<file path="src/rtl/rx_uart.sv">
`default_nettype none
// +---------------------------------------------------------------------------+
// | rx_uart : 8N1 serial receiver with mid-bit sampling and framing check     |
// | Revision: 1.0                                                             |
// +---------------------------------------------------------------------------+
module rx_uart #(
   parameter int          BW              = 8,
   parameter logic [23:0] CLOCKS_PER_BAUD = 24'd868
) (
   input  logic          i_clk,
   input  logic          i_rst_n,
   input  logic          i_uart_rx,
   output logic          o_wr,
   output logic [BW-1:0] o_data,
   output logic          o_frame_err,
   output logic          o_busy
);

   localparam logic [23:0] c_HALF_M1 = (CLOCKS_PER_BAUD >> 1) - 24'd1;
   localparam logic [23:0] c_FULL_M1 = CLOCKS_PER_BAUD - 24'd1;
   localparam int          c_IW      = $clog2(BW + 1);

   typedef enum logic [2:0] {
      S_IDLE      = 3'd0,
      S_START     = 3'd1,
      S_DATA      = 3'd2,
      S_STOP      = 3'd3,
      S_WAIT_HIGH = 3'd4
   } state_t;

   state_t            r_state, w_state_nxt;
   logic              r_sync1, r_rx_s;
   logic [23:0]       r_cnt, w_cnt_nxt;
   logic [BW-1:0]     r_sh, w_sh_nxt;
   logic [c_IW-1:0]   r_idx, w_idx_nxt;
   logic [BW-1:0]     r_data, w_data_nxt;
   logic              r_wr, w_wr_nxt;
   logic              r_ferr, w_ferr_nxt;
   logic              r_busy;
   logic              w_sample;

   assign w_sample = (r_cnt == 24'd0);

   always_ff @(posedge i_clk or negedge i_rst_n) begin
      if (!i_rst_n) begin
         r_sync1 <= 1'b1;
         r_rx_s  <= 1'b1;
         r_state <= S_IDLE;
         r_cnt   <= 24'd0;
         r_sh    <= '0;
         r_idx   <= '0;
         r_data  <= '0;
         r_wr    <= 1'b0;
         r_ferr  <= 1'b0;
         r_busy  <= 1'b0;
      end else begin
         r_sync1 <= i_uart_rx;
         r_rx_s  <= r_sync1;
         r_state <= w_state_nxt;
         r_cnt   <= w_cnt_nxt;
         r_sh    <= w_sh_nxt;
         r_idx   <= w_idx_nxt;
         r_data  <= w_data_nxt;
         r_wr    <= w_wr_nxt;
         r_ferr  <= w_ferr_nxt;
         r_busy  <= (w_state_nxt != S_IDLE);
      end
   end

   always_comb begin
      w_state_nxt = r_state;
      w_cnt_nxt   = (r_cnt != 24'd0) ? r_cnt - 24'd1 : r_cnt;
      w_sh_nxt    = r_sh;
      w_idx_nxt   = r_idx;
      w_data_nxt  = r_data;
      w_wr_nxt    = 1'b0;
      w_ferr_nxt  = 1'b0;
      case (r_state)
         S_IDLE: begin
            if (!r_rx_s) begin
               w_state_nxt = S_START;
               w_cnt_nxt   = c_HALF_M1;
            end
         end
         S_START: begin
            if (w_sample) begin
               if (!r_rx_s) begin
                  w_state_nxt = S_DATA;
                  w_idx_nxt   = '0;
                  w_cnt_nxt   = c_FULL_M1;
               end else begin
                  w_state_nxt = S_IDLE;
               end
            end
         end
         S_DATA: begin
            if (w_sample) begin
               w_sh_nxt  = {r_rx_s, r_sh[BW-1:1]};
               w_cnt_nxt = c_FULL_M1;
               if (r_idx == c_IW'(BW - 1)) begin
                  w_state_nxt = S_STOP;
               end else begin
                  w_idx_nxt = r_idx + c_IW'(1);
               end
            end
         end
         S_STOP: begin
            if (w_sample) begin
               if (r_rx_s) begin
                  w_data_nxt  = r_sh;
                  w_wr_nxt    = 1'b1;
                  w_state_nxt = S_IDLE;
               end else begin
                  w_ferr_nxt  = 1'b1;
                  w_state_nxt = S_WAIT_HIGH;
               end
            end
         end
         S_WAIT_HIGH: begin
            // A held-low line (break) must not be re-read as a stream of zero frames
            if (r_rx_s) begin
               w_state_nxt = S_IDLE;
            end
         end
         default: w_state_nxt = S_IDLE;
      endcase
   end

   assign o_wr        = r_wr;
   assign o_data      = r_data;
   assign o_frame_err = r_ferr;
   assign o_busy      = r_busy;

endmodule
`default_nettype wire

</file>
<file path="config.mk">
export PLATFORM = sky130hd
export DESIGN_NAME = rx_uart
export DESIGN_NICKNAME = d
export VERILOG_FILES = /design/src/rtl/rx_uart.sv
export SDC_FILE = /design/constraint.sdc
export NUM_CORES = 1
export LEC_CHECK = 0
export BUFFER_PORTS_ARGS = -buffer_cell sky130_fd_sc_hd__buf_4
export CAP_MARGIN = 0
export CORE_MARGIN = 3
export CORE_UTILIZATION = 38
export CTS_CLUSTER_DIAMETER = 40
export DETAILED_ROUTE_END_ITERATION = 12
export PLACE_DENSITY_LB_ADDON = 0.08
export SYNTH_ARGS = -nofsm -noshare
export SYNTH_HDL_FRONTEND = slang
export SYNTH_SLANG_ARGS = --single-unit
</file>
<file path="constraint.sdc">
create_clock -name i_clk -period 5.2 [get_ports i_clk]
set_input_delay 0.52 -clock i_clk [delete_from_list [all_inputs] [get_ports i_clk]]
set_output_delay 0.52 -clock i_clk [all_outputs]
set_load 0.02 [all_outputs]
</file>
; ---- Word level (Yosys, flattened, before mapping)
; Index checks and enable logic that the tools add are counted.
; Widths: inputs -> output; s select.
[op_classes]
mul = 0
muxes = 26
eq_ne = 9
magnitude_cmp = 0
bitwise_logic = 0
n_reduce_logical = 8
n_shift = 0
div = 0
n_addsub = 2
[ops]
columns = operator, n
row1 = $mux 24, 5
row2 = $pmux 24 s3, 1
row3 = $logic_not 24->1, 1
row4 = $reduce_bool 24->1, 1
row5 = $sub 24x1->24 const B, 1
row6 = $mux 3, 7
row7 = $mux 4, 4
row8 = $pmux 3 s5, 1
row9 = $ne 2x2->1 const B, 4
row10 = $pmux 4 s2, 1
row11 = $eq 3x2->1 const B, 2
row12 = $mux 1, 6
row13 = $reduce_and 5->1, 1
row14 = $add 4x1->4 const B, 1
row15 = $eq 4x3->1 const B, 1
row16 = $eq 3x1->1 const B, 1
row17 = $eq 3x3->1 const B, 1
row18 = $logic_not 3->1, 1
row19 = $reduce_and 3->1, 1
row20 = $reduce_bool 3->1, 1
row21 = $mux 2, 1
row22 = $reduce_and 2->1, 1
row23 = $reduce_bool 2->1, 1
[totals]
out_inout_bits = 11
wordCells = 55
n_memories = 0
register_bits = 52
ram_bits = 0
rom_bits = 0
latch_bits = 0

; ---- Depth between registers and ports, before layout
; Gate-level depths: netlist of the first run.
[logic_depth]
ltp_word = 5
depth_mapped = 11
ltp_nobuf = 10

; ---- Worst setup path after synthesis of the first run
; Ideal clock, no wire load.
[synth_path]
kind = register to register
startpoint = register r_cnt[7]
endpoint = register r_cnt[0]
slack_ps = 2558
required_ps = 5071
stages_incl_launch_ff = 9
t_arrival_ps = 2513
cell_sequence = dfrtp_1 -> nor3_1 -> and3_1 -> clkbuf_1 -> nand3_1 -> ha_1 -> nor4b_1 -> a21oi_1 -> o41a_1
[synth_between]
elab_chain_cells = 5
elab_cells_between_ends = 8
cone_classes = mux (6) / reduce/logical (2)
[synth_rtl]
columns = element, line
row1 = from (decl), 33  ; logic [23:0] r_cnt, w_cnt_nxt;
row2 = from (signal assigned), 60  ; r_cnt <= w_cnt_nxt;
row3 = $reduce_bool 24->1, 72  ; w_cnt_nxt = (r_cnt != 24'd0) ? r_cnt - 24'd1 : r_cnt;
row4 = $mux 24, 72
row5 = $mux 24, 87  ; if (!r_rx_s) begin
row6 = $mux 24, 86  ; if (w_sample) begin
row7 = $pmux 24 s3 *, 78  ; case (r_state)
row8 = net w_cnt_nxt[0], 33
; Mark *: on every way through the listed nets, which the timed path passes. The rest lies on a longest branch.
; A chain may end at the register's enable or synchronous reset.

; ---- Worst setup path in the final report of the first run
; Ends and elaborated chain as after synthesis.

==> results.cfg, run 1 <==
[outcome]
status = complete, no violations

[cells_and_area]
final_common_cell = dfrtp_1
nets = 261
antenna_cells = 0
mostFrequentLayoutCells = dfrtp_1 (50), nor2_1 (25), a21oi_1 (18), mux2_2 (17), buf_4 (14)
areaGrowthSynthToFinish_pct = 10.1
drive_above_1_share_pct = 20.7
final_cells = 333

[min_path]
worstHoldPathType = in -> async

[job]
drv_cap = 0

[clock_tree]
clockBufferDepth = 2
ctsHtreeMaxLevel = 2
cts_buffers = 5
cts-root-buf = clkbuf_8
cts_tree = done
clk_latency_ns = 0.31
ctsResizeCount = 0
cts_hold_buffers = 0
clk_pin_slew_ns = 0.11
cts_setup_buffers = 0
clock_sinks = 52

[route]
wl_um = 5190
drtIter0Drc = 83
viasPerCell = 5.71
drt_first_pass_iters = 4
route.detailed.drc = 0
vias = 1901
antenna_left = 0
wl_per_cell_um = 15.6

[timing]
setup_tns_ns = 0
worst_slack_ns = 2.18
finalSetupViolCount = 0
max_slew_margin_pct = 30.7
rsz0062_at_grt = false
max_freq_ghz = 0.331
hold_viol = 0
post-route-period-util_pct = 58.1
tightest_slew_ns = 1.03
clock_skew_ns = 0.0103
fin_crit_ns = 3.02
finalMaxSlewViolations = 0

[pwr]
power.leakage_nw = 1.27
power.density_nw_per_um2 = 236
seqPwrFrac_pct = 61.2
p_clk_share_pct = 37.3
switching_share_pct = 23.8
switchingPower_uw = 158
internal-power_uw = 506
ir_drop_mv = 0.132
p_comb_share_pct = 1.5

[synthesis]
syn-num-nets = 250
yosysUniqueCellTypes = 53
yosysSeqAreaShare_pct = 51.0
ys_ff_latch = 52
synth-adder-area-share_pct = 1.47
synth.area.mux_share_pct = 7.48
synthXorXnorAreaFrac_pct = 3.42
synthArstFlopShare_pct = 100
synth_edf_count = 0
avgSynthCellArea_um2 = 10.5
synth_cells = 244
ys_warn_count = 0
synth_top_family_by_area = simple AND/OR/NAND/NOR gates
synth_compound_area_share_pct = 13.1
synth-simple-area-share_pct = 21.0
synth_area_um2 = 2560
synth-main-ff-cell = dfrtp_1

[critical_path]
crit_family = simple AND/OR/NAND/NOR gates
crit_required_ns = 5.40
crit_buf_inv = 0
worstPathCellList = nor3_1 > and3_1 > nand3_1 > ha_1 > nor4b_1 > a21oi_1 > o41a_1
cpMaxStageDelayCell = nor3_1
cp-end-kind = flop
arrival_ns = 3.22
critical_path.max_fanout = 8
worstSetupPathType = reg -> reg
critical_path.max_stage_delay_ns = 0.65
cp-start-kind = flop

[floorplanning]
die_w_um = 88.1
num_io_pins = 14
die_y_um = 88.1
initial_core_util_pct = 39.8
rows = 29
core_um2 = 6420
fp.dieArea_um2 = 7750

[global_routing]
track_usage_pct = 14.7
grt_max_degree = 53
grt_pass1_wl_um = 9110
grt_pass1_vias = 1858
overflow = 0
antenna_found_initial = 0

[placement]
gp_congestion = 0.752
hpwl_um = 3530
dpl.cell_count = 325
preCtsSetupSlack_ns = 2.23
numPortBuffers = 13
[final cells by class]
cell class / instances / area [µm²]
clock inverters: 3 / 27.5
inverters: 7 / 26.3
clock buffers: 5 / 68.8
fillers: 622 / 3610
flip-flops and latches: 52 / 1300
multi-input cells: 175 / 1190
well taps: 77 / 96.3
repair buffers: 14 / 105
[per-layer routing]
metal | part of all wire [%] | global-route usage (%) | up-vias
met5 | 0 | 0 | -
met4 | 0.60 | 3.98 | 0
met3 | 2.7 | 2.82 | 2
met2 | 47 | 22.9 | 23
met1 | 50 | 21.0 | 947
li1 | - | - | 929
[worst paths after layout]
path                       startpoint         to  slack [ns]  depth (start not counted)
min in group i_clk          i_uart_rx    r_sync1        0.30                          1
max reg2reg                  r_cnt[7]   r_cnt[0]        2.18                          7
min                           i_rst_n  r_cnt[13]        0.23                          1
max                          r_cnt[7]   r_cnt[0]        2.18                          7
min reg2reg                   r_sync1     r_rx_s        0.36                          0
max in group asynchronous     i_rst_n   r_cnt[7]        4.53                          1
[Yosys cell counts (all sizes together) (3+ instances only)]
library cell   n  area, µm²
inv            7       26.3
xnor2          5       43.8
or3            5       32.5
mux2          17        191
nor2          26        100
xor2           5       43.8
or4            7       60.1
o21ai          9       45.0
nand3          6       30.0
o41ai          3       26.3
nor3           8       40.0
ha             3       37.5
o31ai          4       30.0
o211ai         3       22.5
nand2         12       45.0
a21oi         18       90.1
nor4           6       58.8
or2            3       18.8
nand4          5       31.3
nor2b          3       18.8
and3           3       18.8
dfrtp         50       1250
clkbuf         8       30.0
[logic make-up after synthesis]
| family | Yosys count |
|---|---|
| adders and majority gates | 3 |
| and+or+nand+nor | 94 |
| DFF | 52 |
| xor gates and xnor gates | 10 |
| muxes | 17 |
| AOI/OAI and AO/OA | 51 |
| buffers and inverters | 17 |
[per-stage QoR]
stage	power (mW)	area [µm²]	hold WS, ns	utilization (%)
2_1_floorplan	0.416	2560	0.224	-
3_3_place_gp	0.426	2720	0.348	42.4
3_5_place_dp	0.426	2720	0.349	42.4
4_1_cts	0.676	2820	0.265	43.9
5_1_grt	0.693	2820	0.285	43.9
6_report	0.665	2820	0.231	43.9
[registers in the layout, summed over array words and instances, names as in the netlist]
name         flops
o_busy           1
r_idx            4
r_state          3
o_data           8
r_sync1          1
r_cnt           24
o_wr             1
r_sh             8
o_frame_err      1
r_rx_s           1
[power by group through the flow]
stage	logic [mW]	clock network, mW	registers [mW]
6_report	0.00993	0.248	0.407
4_1_cts	0.0110	0.258	0.407
5_1_grt	0.0120	0.274	0.407
3_3_place_gp	0.0111	0	0.415
2_1_floorplan	0.00200	0	0.414
3_5_place_dp	0.0110	0	0.415
No activity file was read; power rests on OpenSTA's default activity.
==> run 2, diff against run 1 <==
--- a/config.mk
+++ b/config.mk
@@ -5,6 +5,7 @@
 export SDC_FILE = /design/constraint.sdc
 export NUM_CORES = 1
 export LEC_CHECK = 0
+export ABC_AREA = 1
 export BUFFER_PORTS_ARGS = -buffer_cell sky130_fd_sc_hd__buf_4
 export CAP_MARGIN = 0
 export CORE_MARGIN = 3
==> constraint.sdc (replaced) <==
create_clock -name i_clk -period 3 [get_ports i_clk]
set_input_delay 0.3 -clock i_clk [delete_from_list [all_inputs] [get_ports i_clk]]
set_output_delay 0.3 -clock i_clk [all_outputs]
set_load 0.02 [all_outputs]
==> results.cfg, run 2 <==
[placement]
hpwl_um = 4590
numPortBuffers = 13
place_area_um2 = 3100
gp_congestion = 0.828

[critical_path]
crit_required_ns = 3.19
path_depth = 12
cp-start-kind = flop
crit_family = simple AND/OR/NAND/NOR gates
reg2reg_from = r_cnt[0]
cp-startpoint = r_cnt[0]
crit_buf_inv = 2
critical_path.max_stage_delay_ns = 0.41
cp-end-kind = flop
reg2reg_depth = 12
critical_path.max_fanout = 7
worstPathCellList = inv_1 > ha_1 > inv_2 > nor2_4 > nand2_2 > nor2_4 > nand2_1 > ha_1 > nor2_1 > nand4_1 > nand3_1 > nand4_1
cpMaxStageDelayCell = dfrtp_1
worstSetupPathType = reg -> reg
arrival_ns = 2.49

[clock_tree]
clk_latency_ns = 0.31
clockBufferDepth = 2
ctsResizeCount = 0
cts-root-buf = clkbuf_8
cts_buffers = 5
cts_tree = done
clock_sinks = 52
clk_pin_slew_ns = 0.11
ctsHtreeMaxLevel = 2
cts_setup_buffers = 0
cts_hold_buffers = 0

[cells_and_area]
largest_reg_flops = 24
mostFrequentLayoutCells = nand2_1 (86), nor2_1 (53), dfrtp_1 (50), inv_1 (39), nand3_1 (38)
nets = 391
drive_above_1_share_pct = 19.4
utilization_pct = 43.3
stdcell_area_um2 = 3190
final_common_cell = nand2_1
regMostFlops = r_cnt
areaGrowthSynthToFinish_pct = 9.35
antenna_cells = 0

[pwr]
internal-power_uw = 876
p_clk_share_pct = 37.1
switchingPower_uw = 272
power.leakage_nw = 1.57
ir_drop_mv = 0.205
p_comb_share_pct = 1.6
power.density_nw_per_um2 = 360
switching_share_pct = 23.7
total_power_mw = 1.15
seqPwrFrac_pct = 61.3

[floorplanning]
die_y_um = 93.6
num_io_pins = 14
rows = 31
initial_core_util_pct = 39.6
fp.dieArea_um2 = 8770
die_w_um = 93.6
core_um2 = 7370

[route]
wl_um = 6280
vias = 2360
viasPerCell = 4.87
drt_first_pass_iters = 4
route.detailed.drc = 0
antenna_left = 0
wl_per_cell_um = 13.0
drtIter0Drc = 92

[timing]
fin_crit_ns = 2.30
finalSetupViolCount = 0
rsz0062_at_grt = false
max_slew_margin_pct = 55.3
finalMaxSlewViolations = 0
hold_viol = 0
tightest_slew_ns = 0.670
setup_tns_ns = 0
max_freq_ghz = 0.436
clock_skew_ns = 0.0143
post-route-period-util_pct = 76.5

[synthesis]
synthTopCellsByCount = nand2_1 (86), nor2_1 (53), dfrtp_1 (50)
synth.top_cells.by_area = dfrtp_1 (43%), nand2_1 (11%), nor2_1 (6.8%)
ys_ff_latch = 52
syn-num-nets = 376
avgSynthCellArea_um2 = 7.89
synth.most_common_cell = nand2_1
synth_area_um2 = 2920
yosysTopAreaCell = dfrtp_1
synthArstFlopShare_pct = 100
synth_top_area_share_pct = 42.9
ys_warn_count = 0
yosysSeqAreaShare_pct = 44.7
yosysUniqueCellTypes = 27
synth_edf_count = 0
synth-main-ff-cell = dfrtp_1
synth_cells = 370

[global_routing]
track_usage_pct = 15.8
grt_max_degree = 53
overflow = 0
grt_pass1_vias = 2313
antenna_found_initial = 0
grt_pass1_wl_um = 10900

[job]
drv_cap = 0

[min_path]
worstHoldPathType = in -> async

[outcome]
status = complete, no violations
[run 2: cell types whose count changed after synthesis, sizes merged, moves of 6 or more]
cell / change
nand2: +83
a21oi: -12
nand4: +6
inv: +37
nor4: -6
or4: -7
o21ai: +12
mux2: -17
nor2: +50
nand3: +35
clkbuf: -7
[run 2: through the flow]
step / std cells / hold slack, ns / worst slack [ns]
floorplan: 370 / 0.00441 / 0.981
global placement: 477 / 0.346 / 0.766
detailed placement: 477 / 0.349 / 0.711
CTS: 485 / 0.0379 / 0.689
global route: 485 / 0.0554 / 0.444
finish: 485 / 0.00304 / 0.704
[run 2: logic make-up after synthesis]
logic type,after synthesis,share of synthesized area (%)
compound gates,27,5.66
simple gates,235,40.1
xor+xnor,4,1.20
buf+inv,49,7.12
fa+ha+maj,3,1.29
flops,52,44.7
[run 2: path summary, 6_finish.rpt]
path,to,slack [ns]
worst max-delay path,r_cnt[0],0.70
worst min register to register,r_rx_s,0.36
worst max register to register,r_cnt[0],0.70
min in group i_clk,r_sync1,0.08
worst min-delay path,r_cnt[17],0.003
max in group asynchronous,r_cnt[10],2.53
[run 2: power groups by stage]
stage / registers [mW] / clock network [mW] / logic (mW)
after floorplan: 0.718 / 0 / 0.00193
after global placement: 0.718 / 0 / 0.0199
after detailed placement: 0.718 / 0 / 0.0196
after CTS: 0.704 / 0.447 / 0.0195
after global routing: 0.704 / 0.468 / 0.0212
final: 0.704 / 0.426 / 0.0178
[run 2: layout make-up]
cell class,count,area (µm²)
fillers,775,4180
multi-input cells,269,1410
flip-flops and latches,52,1300
inverters,44,165
well taps,99,124
repair buffers,13,97.6
clock buffers,5,68.8
clock inverters,3,25.0
[run 2: metal layers]
layer  up-vias  part of all wire [%]  GRT usage (%)
met4         0                   1.5           4.57
li1       1208                     -              -
met3        10                   2.8           2.98
met5         -                     0              0
met1      1107                    49           21.0
met2        35                    46           26.1
